### src/rtl/board_pkg.sv
// Shared constants and types for the game-board row transmitter.
// A row packs COLS cells of CW bits; column c occupies bits [CW*c +: CW].
package board_pkg;

  localparam int ROWS = 20;
  localparam int COLS = 10;
  localparam int CW   = 3;
  localparam int IDXW = 5;

  typedef logic [CW-1:0] color_t;

  typedef enum logic [CW-1:0] {
    EMPTY  = 3'd0,
    CYAN   = 3'd1,
    BLUE   = 3'd2,
    ORANGE = 3'd3,
    YELLOW = 3'd4,
    GREEN  = 3'd5,
    PURPLE = 3'd6,
    RED    = 3'd7
  } piece_color_e;

  typedef color_t [COLS-1:0] row_t;

  typedef enum logic [1:0] {
    IDLE = 2'd0,
    PICK = 2'd1,
    SEND = 2'd2
  } state_t;

  // Overlay one cell onto a row image.
  function automatic row_t merge_cell(input row_t r, input logic [3:0] col, input color_t c);
    row_t m;
    m      = r;
    m[col] = c;
    return m;
  endfunction

endpackage

### src/rtl/board_row_tx_if.sv
// Row bus between the transmitter (master) and the Graphics module (slave).
// Handshake: master raises bus_valid with bus_data/bus_index and holds all three
// stable until an edge samples bus_valid && bus_ack; bus_ack with bus_valid low is ignored.
interface board_row_tx_if;

  board_pkg::row_t                   bus_data;
  logic [board_pkg::IDXW-1:0]        bus_index;
  logic                              bus_valid;
  logic                              bus_ack;

  modport master (
    output bus_data,
    output bus_index,
    output bus_valid,
    input  bus_ack
  );

  modport slave (
    input  bus_data,
    input  bus_index,
    input  bus_valid,
    output bus_ack
  );

endinterface

### src/rtl/lowest_dirty_enc.sv
// Combinational priority encoder: index of the lowest set bit of a dirty vector.
module lowest_dirty_enc #(
  parameter int N  = 20,
  parameter int IW = 5
) (
  input  logic [N-1:0]  dirty,
  output logic          found,
  output logic [IW-1:0] idx
);

  // Scan downward so the lowest set bit is the last one to win.
  always_comb begin
    found = 1'b0;
    idx   = '0;
    for (int i = N - 1; i >= 0; i--) begin
      if (dirty[i]) begin
        found = 1'b1;
        idx   = IW'(i);
      end
    end
  end

endmodule

### src/rtl/board_row_tx.sv
// Shadow playfield written by the CPU; after each frame_sync every dirty row is
// streamed to Graphics over the row bus, lowest row index first.
module board_row_tx
  import board_pkg::*;
(
  input  logic             clk,
  input  logic             rst,
  input  logic             cell_we,
  input  logic [IDXW-1:0]  cell_row,
  input  logic [3:0]       cell_col,
  input  color_t           cell_color,
  input  logic             clear_req,
  input  logic             frame_sync,
  board_row_tx_if.master   bus,
  output logic             busy,
  output state_t           state_dbg
);

  localparam logic [IDXW:0] ROW_LIM = (IDXW + 1)'(ROWS);
  localparam logic [3:0]    COL_LIM = 4'(COLS);

  row_t            board [ROWS];
  logic [ROWS-1:0] dirty;
  logic [ROWS-1:0] dirty_nxt;
  state_t          state;
  state_t          state_nxt;
  logic            hold;
  logic            found;
  logic [IDXW-1:0] pick_idx;
  logic            wr_ok;
  logic            hit_cur;
  logic            load;
  logic            ack_take;
  row_t            snap;

  assign wr_ok = cell_we && ({1'b0, cell_row} < ROW_LIM) && (cell_col < COL_LIM);

  // A write to the in-flight row (or a clear) must keep that row dirty past its ack.
  assign hit_cur = clear_req || (wr_ok && (cell_row == bus.bus_index));

  lowest_dirty_enc #(
    .N  (ROWS),
    .IW (IDXW)
  ) u_enc (
    .dirty (dirty),
    .found (found),
    .idx   (pick_idx)
  );

  always_comb begin
    state_nxt = state;
    load      = 1'b0;
    ack_take  = 1'b0;
    case (state)
      IDLE: if (frame_sync) state_nxt = PICK;
      PICK: begin
        if (found) begin
          load      = 1'b1;
          state_nxt = SEND;
        end else begin
          state_nxt = IDLE;
        end
      end
      SEND: begin
        if (bus.bus_ack) begin
          ack_take  = 1'b1;
          state_nxt = PICK;
        end
      end
      default: state_nxt = IDLE;
    endcase
  end

  // Snapshot of the picked row as it will look after this edge's update.
  always_comb begin
    snap = board[pick_idx];
    if (clear_req) begin
      snap = '0;
    end else if (wr_ok && (cell_row == pick_idx)) begin
      snap = merge_cell(board[pick_idx], cell_col, cell_color);
    end
  end

  always_comb begin
    dirty_nxt = dirty;
    if (ack_take && !hold && !hit_cur) dirty_nxt[bus.bus_index] = 1'b0;
    if (wr_ok) dirty_nxt[cell_row] = 1'b1;
    if (clear_req) dirty_nxt = '1;
  end

  always_ff @(posedge clk or negedge rst) begin
    if (!rst) begin
      state         <= IDLE;
      dirty         <= '1;
      hold          <= 1'b0;
      bus.bus_valid <= 1'b0;
      bus.bus_data  <= '0;
      bus.bus_index <= '0;
      for (int r = 0; r < ROWS; r++) board[r] <= '0;
    end else begin
      state <= state_nxt;
      dirty <= dirty_nxt;
      if (clear_req) begin
        for (int r = 0; r < ROWS; r++) board[r] <= '0;
      end else if (wr_ok) begin
        board[cell_row][cell_col] <= cell_color;
      end
      if (load) begin
        hold          <= 1'b0;
        bus.bus_valid <= 1'b1;
        bus.bus_data  <= snap;
        bus.bus_index <= pick_idx;
      end else begin
        if (state == SEND && hit_cur) hold <= 1'b1;
        if (ack_take) bus.bus_valid <= 1'b0;
      end
    end
  end

  assign busy      = (state != IDLE);
  assign state_dbg = state;

endmodule

### src/flat_wrapper.sv
// flat-port wrapper written by rule: the top's interface ports become plain ports
module board_row_tx_flat import board_pkg::*;
  (clk, rst, cell_we, cell_row, cell_col, cell_color, clear_req, frame_sync, busy, state_dbg, bus_bus_data, bus_bus_index, bus_bus_valid, bus_bus_ack);
  board_row_tx_if bus_i ();
  input  logic clk;
  input  logic rst;
  input  logic cell_we;
  input  logic [IDXW-1:0] cell_row;
  input  logic [3:0] cell_col;
  input  color_t cell_color;
  input  logic clear_req;
  input  logic frame_sync;
  output logic busy;
  output state_t state_dbg;
  output wire logic [$bits(bus_i.bus_data)-1:0] bus_bus_data;
  output wire logic [$bits(bus_i.bus_index)-1:0] bus_bus_index;
  output wire logic [$bits(bus_i.bus_valid)-1:0] bus_bus_valid;
  input wire logic [$bits(bus_i.bus_ack)-1:0] bus_bus_ack;
  assign bus_bus_data = bus_i.bus_data;
  assign bus_bus_index = bus_i.bus_index;
  assign bus_bus_valid = bus_i.bus_valid;
  assign bus_i.bus_ack = bus_bus_ack;
  board_row_tx u_core (.clk(clk), .rst(rst), .cell_we(cell_we), .cell_row(cell_row), .cell_col(cell_col), .cell_color(cell_color), .clear_req(clear_req), .frame_sync(frame_sync), .bus(bus_i), .busy(busy), .state_dbg(state_dbg));
endmodule
### config.mk
export PLATFORM = sky130hd
export DESIGN_NAME = board_row_tx_flat
export DESIGN_NICKNAME = d
export VERILOG_FILES = /design/src/rtl/board_pkg.sv /design/src/rtl/board_row_tx_if.sv /design/src/rtl/lowest_dirty_enc.sv /design/src/rtl/board_row_tx.sv /design/src/flat_wrapper.sv
export SDC_FILE = /design/constraint.sdc
export NUM_CORES = 1
export LEC_CHECK = 0
export ABC_CLOCK_PERIOD_IN_PS = 3500
export CELL_PAD_IN_SITES_DETAIL_PLACEMENT = 1
export CELL_PAD_IN_SITES_GLOBAL_PLACEMENT = 2
export CORE_UTILIZATION = 35
export CTS_CLUSTER_DIAMETER = 60
export DETAILED_ROUTE_END_ITERATION = 8
export GPL_TIMING_DRIVEN = 0
export PLACE_DENSITY_LB_ADDON = 0.1
export SLEW_MARGIN = 10
export SYNTH_ARGS = -nofsm -noshare
export SYNTH_HDL_FRONTEND = slang
export SYNTH_SLANG_ARGS = --single-unit
### constraint.sdc
create_clock -name clk -period 3.5 [get_ports clk]
set_input_delay 0.7 -clock clk [delete_from_list [all_inputs] [get_ports clk]]
set_output_delay 0.7 -clock clk [all_outputs]
set_load 0.02 [all_outputs]
[Yosys cells after proc, flatten, opt, wreduce, memory -nomap -nowiden]
Index checks and enable logic that the tools add are counted.
Word-level totals
  register bits after elaboration: 659
  input port bits: 18
  word-level logic and storage cells: 329
Operators by class
  order comparisons: 11
  equal/unequal tests: 6
  multiplexer cells: 72
  bitwise operators: 5
  reductions and logical operators: 20
Operators with widths (number)
  $mux 600: 2
  $bwmux 600: 1
  $bmux 30 s5: 1
  $demux 30 s5: 1
  $mux 30: 5
  $mux 5: 20
  $mux 20: 3
  $bwmux 30: 1
  $mux 1: 30
  $and 20x20->20: 1
  $not 20->20: 1
  $or 20x20->20: 1
  $demux 3 s4: 1
  $ge 6x6->1 const B: 2
  $lt 5x6->1 const B: 2
  $not 5->6: 2
  $logic_and 1x1->1: 11
  $demux 1 s5: 2
  $eq 5x5->1: 2
  $ge 5x1->1 const B: 2
  $reduce_bool 2->1: 4
  $lt 6x1->1 const B: 1
  $mux 2: 3
  $pmux 2 s3: 1
  other kinds (12): 14

[Longest topological paths before layout]
  depth after elaboration: 27
  mapped depth: 13
  gate-level depth less buffers: 9

[Cells and area by module]
A second synthesis with hierarchy kept.
Unflattened totals
  cells, all modules: 3730
  area total of the unflattened synthesis: 33545.9 um2
By module, submodules not included
  board_row_tx: times used 1, cells each 3691, area each 33314.5 um2, sequential area each 16515.8 um2
  lowest_dirty_enc: times used 1, cells each 39, area each 231.5 um2, sequential area each 0.0 um2

[Least setup slack after synthesis]
Ideal clock, no wire load.
  path kind: reg2reg
  from: reg u_core.dirty[15]
  to: reg u_core.bus.bus_data[22]
  library setup time: 0.136 ns
  arrival: 2.660 ns
  required time: 3.364 ns
  path slack: 0.704 ns
  cell stages (with the launch flop): 12
  period minus slack after synthesis: 2.796 ns
  cells stage by stage: dfstp_2 > nor2_1 > a221o_1 > a2111oi_4 > o31a_1 > buf_4 > buf_6 > buf_6 > mux2i_1 > a22oi_1 > a2111oi_0 > o31ai_1
Between the ends
  longest elaborated chain between the ends: 23
  elaborated cells on any way between the ends: 43
  those cells by class: 1 x eq/ne; 40 x mux; 1 x bitwise; 1 x reduce/logical
Ends and longest elaborated chain
  start: declaration: RTL line board_row_tx.sv:23  | logic [ROWS-1:0] dirty;
  start signal: assignment: RTL line board_row_tx.sv:102  | dirty <= dirty_nxt;
  $mux 5 (16 in a row): RTL line lowest_dirty_enc.sv:16  | if (dirty[i]) begin
  $not 5->6 (implied by the code): RTL line board_row_tx.sv:76, board_row_tx.sv:80
  $bmux 30 s5: RTL line board_row_tx.sv:76, board_row_tx.sv:80
  $mux 30 (implied by the code) (2 in a row): RTL line board_row_tx.sv:76, board_row_tx.sv:80
  $bwmux 30: RTL line board_pkg.sv:35  | m[col] = c;
  $mux 30: RTL line board_row_tx.sv:79  | end else if (wr_ok && (cell_row == pick_idx)) begin
  $mux 30: RTL line board_row_tx.sv:77  | if (clear_req) begin
  end signal: assignment: RTL line board_row_tx.sv:111  | bus.bus_data <= snap;
  end: declaration: RTL line board_row_tx_if.sv:12  | output bus_data,
Parallel ways exist; a longest one is shown, timed or not. The select of a mux whose other input is x is not followed.
A chain may end at the register's enable or synchronous reset.

[Worst setup path in the final report]
  from: in cell_col[1]
  to: reg u_core.board[293] (netlist name)
Between the ends
  longest elaborated chain between the ends: 9
  elaborated cells on any way between the ends: 13
  those cells by class: 3 x order compare; 7 x mux; 3 x reduce/logical
Ends and longest elaborated chain
  start: declaration: RTL line flat_wrapper.sv:9  | input logic [3:0] cell_col;
  $lt 4x5->1 (implied by the code) or $ge 4x1->1 (tied branches): RTL line board_row_tx.sv:106  | board[cell_row][cell_col] <= cell_color;
  $logic_and 1x1->1 (implied by the code): RTL line board_row_tx.sv:106
  $mux 3 (implied by the code): RTL line board_row_tx.sv:106
  $demux 3 s4
  $mux 30 (implied by the code): RTL line board_row_tx.sv:106
  $demux 30 s5: RTL line board_row_tx.sv:106
  $bwmux 600: RTL line board_row_tx.sv:106
  $mux 600: RTL line board_row_tx.sv:105  | end else if (wr_ok) begin
  $mux 600: RTL line board_row_tx.sv:103  | if (clear_req) begin
  end signal: indexed assignment: RTL line board_row_tx.sv:106
  end: declaration: RTL line board_row_tx.sv:22  | row_t board [ROWS];
Parallel ways exist; a longest one is shown, timed or not. The select of a mux whose other input is x is not followed.

==> results.json <==
{
  "syn_area_per_cell_sq_um": 8.09,
  "grt_pass1_wl_um": 289000,
  "rows": 113,
  "instances_no_fill": 5732,
  "worst-path-max-fanout": 10,
  "ff2ff_setup_slack_ns": -0.05,
  "drc": 0,
  "crit_slowest_cell": "nor3_2",
  "vias": 36476,
  "power_density_nw_per_um2": 460,
  "end_kind": "flop",
  "gr-usage-all-layers": 0.423,
  "synth_ff_type": "dfrtp_1",
  "seq_area_frac_synth": 0.486,
  "nNetsFinal": 4402,
  "stdcell_area_sq_um": 41500,
  "die_h_um": 314,
  "syn-num-nets": 4219,
  "cts_buffers": 90,
  "synth-edff-count": 0,
  "syn_area_sq_um": 34000,
  "synth.most_common_cell": "nand2_1",
  "max_freq_mhz": 274,
  "violations": "negative setup slack",
  "dp_hpwl_um": 155000,
  "clockRootBuffer": "clkbuf_16",
  "synth.distinct_cells": 64,
  "gp_congestion": 1.02,
  "clk_pin_slew_ns": 0.06,
  "finalWirelength_um": 211000,
  "postRouteAntennaNets": 0,
  "setup_ws_ns": -0.149,
  "slew_headroom": 0.0545,
  "power_mw": 19.1,
  "grt.overflow.total": 0,
  "grt_max_degree": 97,
  "dp.cells": 5541,
  "ir_drop_mv": 0.399,
  "area_growth_pct": 22.0,
  "wl_per_cell_um": 36.8,
  "async_flop_share": 1.00,
  "cts_max_level": 3,
  "tritoncts": "yes",
  "yosysTopAreaCellShare": 0.470,
  "cp_num_buf_inv": 3,
  "path_common_cell": "nand2_1",
  "final-hold-violation-count": 0,
  "port_buffers": 50,
  "min_period_ns": 3.65,
  "worst_pin_slew_ns": 1.42,
  "drive_above_1_share": 0.127,
  "synth_warnings": 0,
  "worstPathRequired_ns": 4.10,
  "first_global_vias": 35816,
  "status": "finished, violations left",
  "ys_top_cells_by_count": "976 x nand2_1, 761 x a21oi_1, 639 x dfrtp_1",
  "slowest_delay_ns": 0.64,
  "critPathLaunchType": "primary input",
  "clock_sinks": 659,
  "dieArea_sq_um": 98400,
  "rsz0062_at_grt": "yes",
  "start_util": 0.356,
  "die_x_um": 314,
  "dr.first_iter.drc_count": 4525,
  "yosys-top-cells-area": "dfrtp_1 47%, a21oi_1 11%, nand2_1 11%",
  "cp_data_arrival_time_ns": 4.25,
  "fill_cells": 11367,
  "place_ws_ns": -2.07,
  "post_dp_cell_area_sq_um": 36500,
  "finalSetupViolations": 91,
  "first_pass_iters": 5,
  "crit_type": "primary input to flop",
  "io_pins": 57,
  "ys_ff_latch": 659,
  "maxSlewViolCount": 0,
  "fin_crit_sh": 1.04,
  "cap_violations": 0,
  "crit_path_cell_trace": "clkdlybuf4s50_1, o21ai_2, nand2_1, nor3_2, buf_6, nand2_1, clkbuf_1, nor2_1, nand2_1, a21oi_1",
  "critical_path.top_delay_family": "simple AND/OR/NAND/NOR gates",
  "p_leak_nw": 15.2,
  "whs_ns": 0.457,
  "coreArea_sq_um": 95600,
  "antenna_found_initial": 22,
  "min_path_type": "primary input to async pin",
  "clkLatencyLatePin_ns": 0.68,
  "clock_path_buffers": 3,
  "synth_top_area_cell": "dfrtp_1",
  "netlist_instances": 4201,
  "fin_skew_ns": 0.0269,
  "vias_per_cell": 6.36
}
-- metal layers --
metal / share of wire / vias to the layer above / GRT usage / routed length [um]
met4: 0.063 / 12 / 0.245 / 13300
met5: 0.00031 / - / 0 / 65
met1: 0.41 / 18824 / 0.563 / 85600
met2: 0.44 / 2045 / 0.629 / 91900
met3: 0.095 / 534 / 0.0986 / 20000
li1: - / 15061 / - / -
-- kinds of logic (layout without fill, tap and decap cells) --
| family | Yosys count | in the layout | synth area share |
|---|---|---|---|
| AOI/OAI and AO/OA | 1477 | 1477 | 0.238 |
| other | 0 | 18 | 0 |
| muxes | 139 | 139 | 0.0412 |
| and+or+nand+nor | 1499 | 1499 | 0.183 |
| xor gates and xnor gates | 6 | 6 | 0.00155 |
| buffers and inverters | 421 | 669 | 0.0500 |
| DFF | 659 | 659 | 0.486 |
-- cells in the final DEF, fill, tap and decap left out, types with 12 or more instances in the layout --
master,netlist,layout
mux2i_1,136,97
dfstp_2,20,20
nor3_1,46,34
a31oi_2,0,16
clkbuf_1,341,299
diode_2,0,18
buf_2,40,27
a21oi_1,761,729
mux2i_2,0,21
a221o_1,17,17
nand3_1,174,149
dfrtp_1,639,639
o21ai_0,509,507
o221ai_1,46,21
nor2_1,203,187
mux2i_4,0,18
a22oi_1,22,19
clkbuf_4,0,16
nand2_1,976,973
clkbuf_16,0,96
a21oi_2,2,25
clkbuf_2,0,53
buf_6,7,17
buf_4,4,31
nand2b_1,13,12
nor2_2,0,16
nand3_2,0,15
nand3b_1,19,19
clkbuf_8,0,12
o31ai_1,16,13
clkdlybuf4s50_1,0,49
o221ai_2,0,24
a221oi_1,18,18
-- per-stage QoR --
step | setup TNS [ns] | utilization
floorplan | 0 | -
global placement | - | 0.377
detailed placement | -570.73 | 0.382
CTS | -0.0707 | 0.427
global route | -0.385 | 0.433
finish | -5.29 | 0.434
-- where the power goes --
part,internal (mW),switching [mW],total [mW]
Combinational,0.406,1.45,1.85
Sequential,7.66,0.0609,7.72
Clock,5.63,3.88,9.51
Total,13.7,5.39,19.1
-- worst paths after layout --
check,start,endpoint,cells after the start
max in group asynchronous,rst,u_core.board[525]$_DFFE_PN0P_,6
max reg2reg,u_core.dirty[15]$_DFF_PN1_,u_core.bus.bus_data[10]$_DFFE_PN0P_,12
min reg2reg,u_core.bus.bus_valid$_DFFE_PN0P_,u_core.bus.bus_valid$_DFFE_PN0P_,2
max,cell_col[1],u_core.board[293]$_DFFE_PN0P_,10
min in group clk,u_core.bus.bus_valid$_DFFE_PN0P_,u_core.bus.bus_valid$_DFFE_PN0P_,2
min,rst,u_core.board[249]$_DFFE_PN0P_,2
-- repair_timing --
item | CTS | global route
gates cloned | 0 | 3
resized for setup | 308 | 153
hold endpoints to repair | 19 | 0
buffers inserted | 9 | 5
pin swaps | 29 | 17
hold buffers | 1 | 0
setup endpoints to repair | 465 | 172
-- area by class of cell --
type | count | area [sq um] | area share
Clock buffer | 127 | 2570 | 0.0621
Sequential cell | 659 | 16500 | 0.398
Tap cell | 1265 | 1580 | 0.0382
Antenna cell | 18 | 45.0 | 0.00109
Buffer | 414 | 2050 | 0.0494
Timing Repair Buffer | 93 | 1090 | 0.0262
Inverter | 5 | 18.8 | 0.000453
Multi-Input combinational cell | 3121 | 17200 | 0.415
Clock inverter | 30 | 378 | 0.00911
-- sequential cells by signal, summed over array words and instances, names as in the netlist --
signal	cells
u_core.board	600
u_core.bus.bus_data	30
u_core.dirty	20
u_core.bus.bus_index	5
u_core.state_dbg	2
u_core.bus.bus_valid	1
u_core.hold	1
Power figures use the tool's default switching activity.
